### config.mk
export PLATFORM = sky130hd
export DESIGN_NAME = csa_accum
export DESIGN_NICKNAME = d
export VERILOG_FILES = /design/src/rtl/csa_accum.sv
export SDC_FILE = /design/constraint.sdc
export NUM_CORES = 1
export LEC_CHECK = 0
export CORE_UTILIZATION = 48
export DETAILED_ROUTE_END_ITERATION = 8
export GPL_ROUTABILITY_DRIVEN = 0
export PLACE_DENSITY_LB_ADDON = 0.08
export SYNTH_ARGS = -nofsm -noshare
export SYNTH_HDL_FRONTEND = slang
export SYNTH_SLANG_ARGS = --single-unit
### constraint.sdc
create_clock -name clk -period 3.3 [get_ports clk]
set_input_delay 0.99 -clock clk [delete_from_list [all_inputs] [get_ports clk]]
set_output_delay 0.99 -clock clk [all_outputs]
set_load 0.01 [all_outputs]
### src/rtl/csa_accum.sv
// Carry-save multi-row accumulator.
// Each accepted beat folds m0 + 2*m1 + 4*m2 into a redundant (S, C) pair
// without any carry-propagate path; a single full add resolves the sum
// once the final beat has been taken.
//
// state   | meaning
// --------+------------------------------------------------------------
// IDLE    | no operation in flight, waiting for the first beat
// ACCUM   | at least one beat taken, waiting for further beats
// RESOLVE | one cycle: carry-propagate S+C into result, latch beat count
// OUT     | result presented, held until out_ready
module csa_accum #(
  parameter int W  = 8,
  parameter int AW = 2*W+4
) (
  input  logic          clk,
  input  logic          rst_n,
  input  logic          in_valid,
  output logic          in_ready,
  input  logic          in_last,
  input  logic [W-1:0]  m0,
  input  logic [W-1:0]  m1,
  input  logic [W-1:0]  m2,
  output logic          out_valid,
  input  logic          out_ready,
  output logic [AW-1:0] result,
  output logic [7:0]    out_beats
);

  typedef enum logic [1:0] {IDLE, ACCUM, RESOLVE, OUT} state_t;

  state_t         state_q, state_d;
  logic [AW-1:0]  s_q, s_d;
  logic [AW-1:0]  c_q, c_d;
  logic [7:0]     cnt_q, cnt_d;
  logic [AW-1:0]  result_q, result_d;
  logic [7:0]     beats_q, beats_d;

  logic [AW-1:0]  r0, r1, r2;
  logic [AW-1:0]  row_s, row_c;
  logic [AW-1:0]  mrg_s, mrg_c;
  logic [AW-1:0]  acc_s, acc_c;

  // Align the three input rows at their weights; AW >= W+3 keeps m2<<2 in range.
  always_comb begin
    r0 = {{(AW-W){1'b0}}, m0};
    r1 = {{(AW-W){1'b0}}, m1} << 1;
    r2 = {{(AW-W){1'b0}}, m2} << 2;
  end

  // Row compression, then a 4:2 merge of (row_s, row_c) into the accumulator.
  // Carry vectors shift left with a zero LSB; the carry out of the MSB is lost.
  always_comb begin
    row_s = r0 ^ r1 ^ r2;
    row_c = ((r0 & r1) | (r0 & r2) | (r1 & r2)) << 1;
    mrg_s = s_q ^ c_q ^ row_s;
    mrg_c = ((s_q & c_q) | (s_q & row_s) | (c_q & row_s)) << 1;
    acc_s = mrg_s ^ mrg_c ^ row_c;
    acc_c = ((mrg_s & mrg_c) | (mrg_s & row_c) | (mrg_c & row_c)) << 1;
  end

  // Next-state and datapath control.
  always_comb begin
    state_d  = state_q;
    s_d      = s_q;
    c_d      = c_q;
    cnt_d    = cnt_q;
    result_d = result_q;
    beats_d  = beats_q;
    unique case (state_q)
      IDLE, ACCUM: begin
        if (in_valid) begin
          s_d     = acc_s;
          c_d     = acc_c;
          cnt_d   = (cnt_q == 8'hFF) ? cnt_q : cnt_q + 8'd1;
          state_d = in_last ? RESOLVE : ACCUM;
        end
      end
      RESOLVE: begin
        result_d = s_q + c_q;
        beats_d  = cnt_q;
        state_d  = OUT;
      end
      OUT: begin
        if (out_ready) begin
          s_d     = '0;
          c_d     = '0;
          cnt_d   = '0;
          state_d = IDLE;
        end
      end
      default: state_d = IDLE;
    endcase
  end

  // State and datapath registers.
  always_ff @(posedge clk or negedge rst_n) begin
    if (!rst_n) begin
      state_q  <= IDLE;
      s_q      <= '0;
      c_q      <= '0;
      cnt_q    <= '0;
      result_q <= '0;
      beats_q  <= '0;
    end else begin
      state_q  <= state_d;
      s_q      <= s_d;
      c_q      <= c_d;
      cnt_q    <= cnt_d;
      result_q <= result_d;
      beats_q  <= beats_d;
    end
  end

  // in_ready is gated by rst_n so it drops the instant reset asserts.
  assign in_ready  = rst_n && ((state_q == IDLE) || (state_q == ACCUM));
  assign out_valid = (state_q == OUT);
  assign result    = result_q;
  assign out_beats = beats_q;

endmodule

# Yosys cells after proc, flatten, opt, wreduce, memory -nomap -nowiden
# Cells that the tools add are included.
# W data, S select, Z words.
totals:
  wordCells: 57
  regBits: 78
  inputBits: 29
  output_inout_bits: 30
classes:
  reduce_logical: 8
  n_mux: 13
  eq_ne: 7
  bitwise: 21
  add_sub_neg: 2
op_table:
  columns: ["cell", "n"]
  rows:
  - ["$pmux W20 S2", 2]
  - ["$or A19 B19 Y19", 4]
  - ["$mux W20", 3]
  - ["$xor A20 B20 Y20", 2]
  - ["$and A19 B10 Y19", 2]
  - ["$and A19 B11 Y19", 2]
  - ["$and A19 B19 Y19", 2]
  - ["$mux W8", 3]
  - ["$add A20 B20 Y20", 1]
  - ["$xor A20 B10 Y20", 1]
  - ["$xor A20 B11 Y20", 1]
  - ["$pmux W8 S2", 1]
  - ["$and A8 B10 Y10", 1]
  - ["$and A9 B10 Y10", 1]
  - ["$or A10 B10 Y10", 1]
  - ["$or A9 B10 Y10", 1]
  - ["$xor A9 B10 Y10", 1]
  - ["$and A8 B9 Y9", 1]
  - ["$xor A8 B9 Y9", 1]
  - ["$add A8 B1 Y8 const B", 1]
  - ["$eq A8 B8 Y1 const B", 1]
  - ["$mux W2", 3]
  - ["$pmux W2 S3", 1]
  - ["$eq A2 B2 Y1 const B", 2]
  - ["other kinds (11)", 12]

# Depth between registers and ports, before layout
depth:
  word_depth: 10
  depth_mapped: 9
  ltp_nobuf: 9

# Least setup slack after synthesis
# OpenSTA, ideal clock, no wires.
synth_timing:
  path_type: "input to register"
  startpoint: "input port m0[3]"
  endpoint: "register s_q[3]"
  t_arrival_ns: 2.697
  cell_stages: 5
  t_required_ns: 3.204
  setup_time_ns: 0.096
  path_slack_ns: 0.507
  path_buffers: 0
  cell_sequence: "fa_1 -> inv_1 -> fa_1 -> fa_1 -> o31ai_1"
synth_between:
  elab_chain_cells: 7
synth_rtl:
  columns: ["item", "line_no", "text"]
  rows:
  - ["start, declared", "21", "input logic [W-1:0] m0,"]
  - ["$xor A8 B9 Y9", "54", "row_s = r0 ^ r1 ^ r2;"]
  - ["$xor A9 B10 Y10", "54", null]
  - ["$xor A20 B10 Y20", "56", "mrg_s = s_q ^ c_q ^ row_s;"]
  - ["$xor A20 B20 Y20", "58", "acc_s = mrg_s ^ mrg_c ^ row_c;"]
  - ["$xor A20 B11 Y20", "58", null]
  - ["$mux W20", "72", "if (in_valid) begin"]
  - ["$pmux W20 S2", "70", "unique case (state_q)"]
  - ["end signal, assigned", "100", "s_q <= '0;"]
  - ["end signal, assigned", "107", "s_q <= s_d;"]
  - ["end, declared", "33", "logic [AW-1:0] s_q, s_d;"]
# Every way passes these cells. The select of a mux whose other input is x is not followed.
# A chain may end at the register's enable or synchronous reset.

# Final worst setup path
layout_timing:
  startpoint: "input port m0[6]"
  endpoint: "register s_q[6]"
# The elaborated chain is that of the path after synthesis.

==> flow_metrics.py <==
metrics = {
    "timing": {
        "report.final.slew_viol_count": 0,
        "rsz0062_at_grt": "false",
        "clock_skew_ns": 0.01113,
        "max_freq_mhz": 340.3,
        "min_period_ns": 2.938,
        "timing.hold.ws_ns": 0.4811,
        "setup_violations": 0,
        "setup_tns_ns": 0,
        "max_slew_margin": 0.4566,
        "hold_violations": 0,
        "fin_crit_sh": 0.8904,
        "tightest_slew_ns": 0.8151,
        "finalWorstSetupSlack_ns": 0.3615,
    },
    "place": {
        "dp_hpwl_microns": 7252,
        "post-place-ws_ns": -0.01716,
        "placed_cells_incl_taps": 623,
        "portBuffers": 58,
        "place_area_sq_um": 5398,
    },
    "pwr": {
        "p_leak_nw": 2.443,
        "peakVddDrop_uv": 450.4,
        "power_density_nw_per_um2": 745.3,
        "totalPowerFinal_mw": 4.166,
    },
    "clocking": {
        "cts_resized": 0,
        "cts.sinks": 76,
        "cts_tree": "yes",
        "path_clk_slew_ns": 0.08,
        "holdBufCountCts": 0,
        "cts_post_setup_buffers_inserted": 0,
        "clock_path_buffers": 2,
        "htree_levels": 3,
        "insertion_delay_ns": 0.35,
        "cts_buffers": 9,
        "cts-root-buf": "clkbuf_8",
    },
    "logic_synthesis": {
        "synthFlopType": "dfrtp_1",
        "synth.area.top_cells": "dfrtp_1 (41%), fa_1 (13%), ha_1 (8.6%)",
        "async_reset_ff_frac": 1.000,
        "ys_warn_count": 0,
        "seq_area_frac_synth": 0.4085,
        "yosysMostFrequentCell": "dfrtp_1",
        "synthCells": 446,
        "syn-num-nets": 538,
        "synth.distinct_cells": 42,
        "synth_edf_count": 0,
        "synth_top_area_share": 0.4085,
        "synth_top_cell_by_area": "dfrtp_1",
        "synth.cell_area_sq_um": 4656,
        "synth-seq-cells": 76,
        "synthTopCellsByCount": "dfrtp_1 (76), nand2_1 (56), inv_1 (55), ha_1 (32)",
        "avgSynthCellArea_sq_um": 10.44,
    },
    "setup_path": {
        "critPathRequiredTime_ns": 3.55,
        "critPathKind": "in2reg",
        "cp-end-kind": "flip-flop",
        "critical_path_arrival_ns": 3.19,
        "crit_chain": "clkdlybuf4s50_1 > fa_1 > inv_1 > fa_1 > fa_1 > o31ai_1",
        "cpMaxStageDelayCell": "fa_1",
        "start_kind": "input port",
        "worst_path_most_repeated_cell": "fa_1",
        "slowest_delay_ns": 0.53,
        "path_max_fanout": 1,
    },
    "global_routing": {
        "grt_max_degree": 61,
        "grt_overflow": 0,
        "grt_pass1_wl_microns": 17170,
        "grt_pass1_vias": 3460,
        "grt_use_total": 0.2201,
        "antenna_found_initial": 0,
    },
    "floorplan": {
        "ioPinCount": 59,
        "die_w_microns": 100.5,
        "die_y_microns": 100.5,
        "initial_core_util": 0.4991,
        "fp.dieArea_sq_um": 10100,
        "placement_rows": 35,
        "core_area_sq_um": 9328,
    },
    "finish": {
        "final_area_sq_um": 5590,
        "drive_gt1_frac": 0.07647,
        "final_cells": 639,
        "area_growth_pct": 20.08,
        "finalNetCount": 597,
        "antenna_cells": 0,
        "utilization": 0.5993,
    },
    "detailed_routing": {
        "avgViaCountPerCell": 5.321,
        "routedWlPerCell_microns": 15.18,
        "vias": 3400,
        "wl_microns": 9703,
        "first_pass_iters": 4,
        "route.detailed.drc": 0,
        "ant_nets": 0,
        "drt_iter0_drc": 175,
    },
    "flow_run": {
        "cap_violations": 0,
    },
    "worst_hold_path": {
        "hp-class": "reg2reg",
    },
    "status": {
        "status": "finished, final reports clean",
    },
}
flip-flops by register name, indices dropped and copies added, names as in the netlist:
name       flops
s_q           20
result        20
state_q        2
out_beats      8
cnt_q          8
c_q           18
where the power goes:
group | internal [mW] | switching (mW)
sequential | 1.20 | 0.215
clock | 0.350 | 0.354
combinational | 0.877 | 1.17
cell usage in the layout, fill, tap and decap left out, drive strengths merged, types with 3 or more instances in the layout:
master         count
a32o              15
inv               56
nand2b             3
o31ai             24
o21a               7
nor2              13
dfrtp             76
and3               4
clkbuf            10
buf                9
nand2             56
clkdlybuf4s50     57
clkinv             5
fa                31
nor4               3
a211oi             3
xnor2              9
a21oi              9
nand4              4
mux2              11
nor2b              4
xor2               6
o21ai             40
ha                32
final timing paths:
kind / to / cells after the start / start / slack, ns
max: s_q[6] / 6 / m0[6] / 0.36
max in group asynchronous: c_q[12] / 3 / rst_n / 1.67
min reg2reg: result[7] / 2 / result[7] / 0.48
max reg2reg: result[18] / 9 / s_q[2] / 0.90
min: result[7] / 2 / result[7] / 0.48
min in group asynchronous: result[3] / 2 / rst_n / 0.69
kinds of logic after synthesis:
group | share of synthesized area
xor+xnor | 0.02822
simple gates | 0.09352
buf+inv | 0.06073
flops | 0.4085
mux | 0.02661
fa+ha+maj | 0.2193
compound gates | 0.1631
critical path: cells and delay by family:
| kind | cells | cell delay [ns] |
|---|---|---|
| adder cells (fa/ha/maj) | 3 | 1.49 |
| buffers and inverters | 2 | 0.48 |
| AO/OA/AOI/OAI | 1 | 0.24 |
layout make-up:
class / count / area, sq um
inverter: 57 / 214.0
tap: 129 / 161.4
timing repair buffer: 66 / 638.1
clock inverter: 6 / 65.06
multi-input combinational: 295 / 2482
clock buffer: 10 / 127.6
sequential: 76 / 1902
fill: 815 / 3737
routing by layer:
| metal | up-vias | global-route usage | wire length, microns | part of all wire |
|---|---|---|---|---|
| li1 | 1649 | - | - | - |
| met1 | 1681 | 0.3297 | 4877 | 0.50 |
| met2 | 65 | 0.3335 | 4412 | 0.45 |
| met3 | 5 | 0.03953 | 340 | 0.035 |
| met4 | 0 | 0.05240 | 73 | 0.0075 |
| met5 | - | 0 | 0 | 0 |
(Power assumes the default switching activity.)
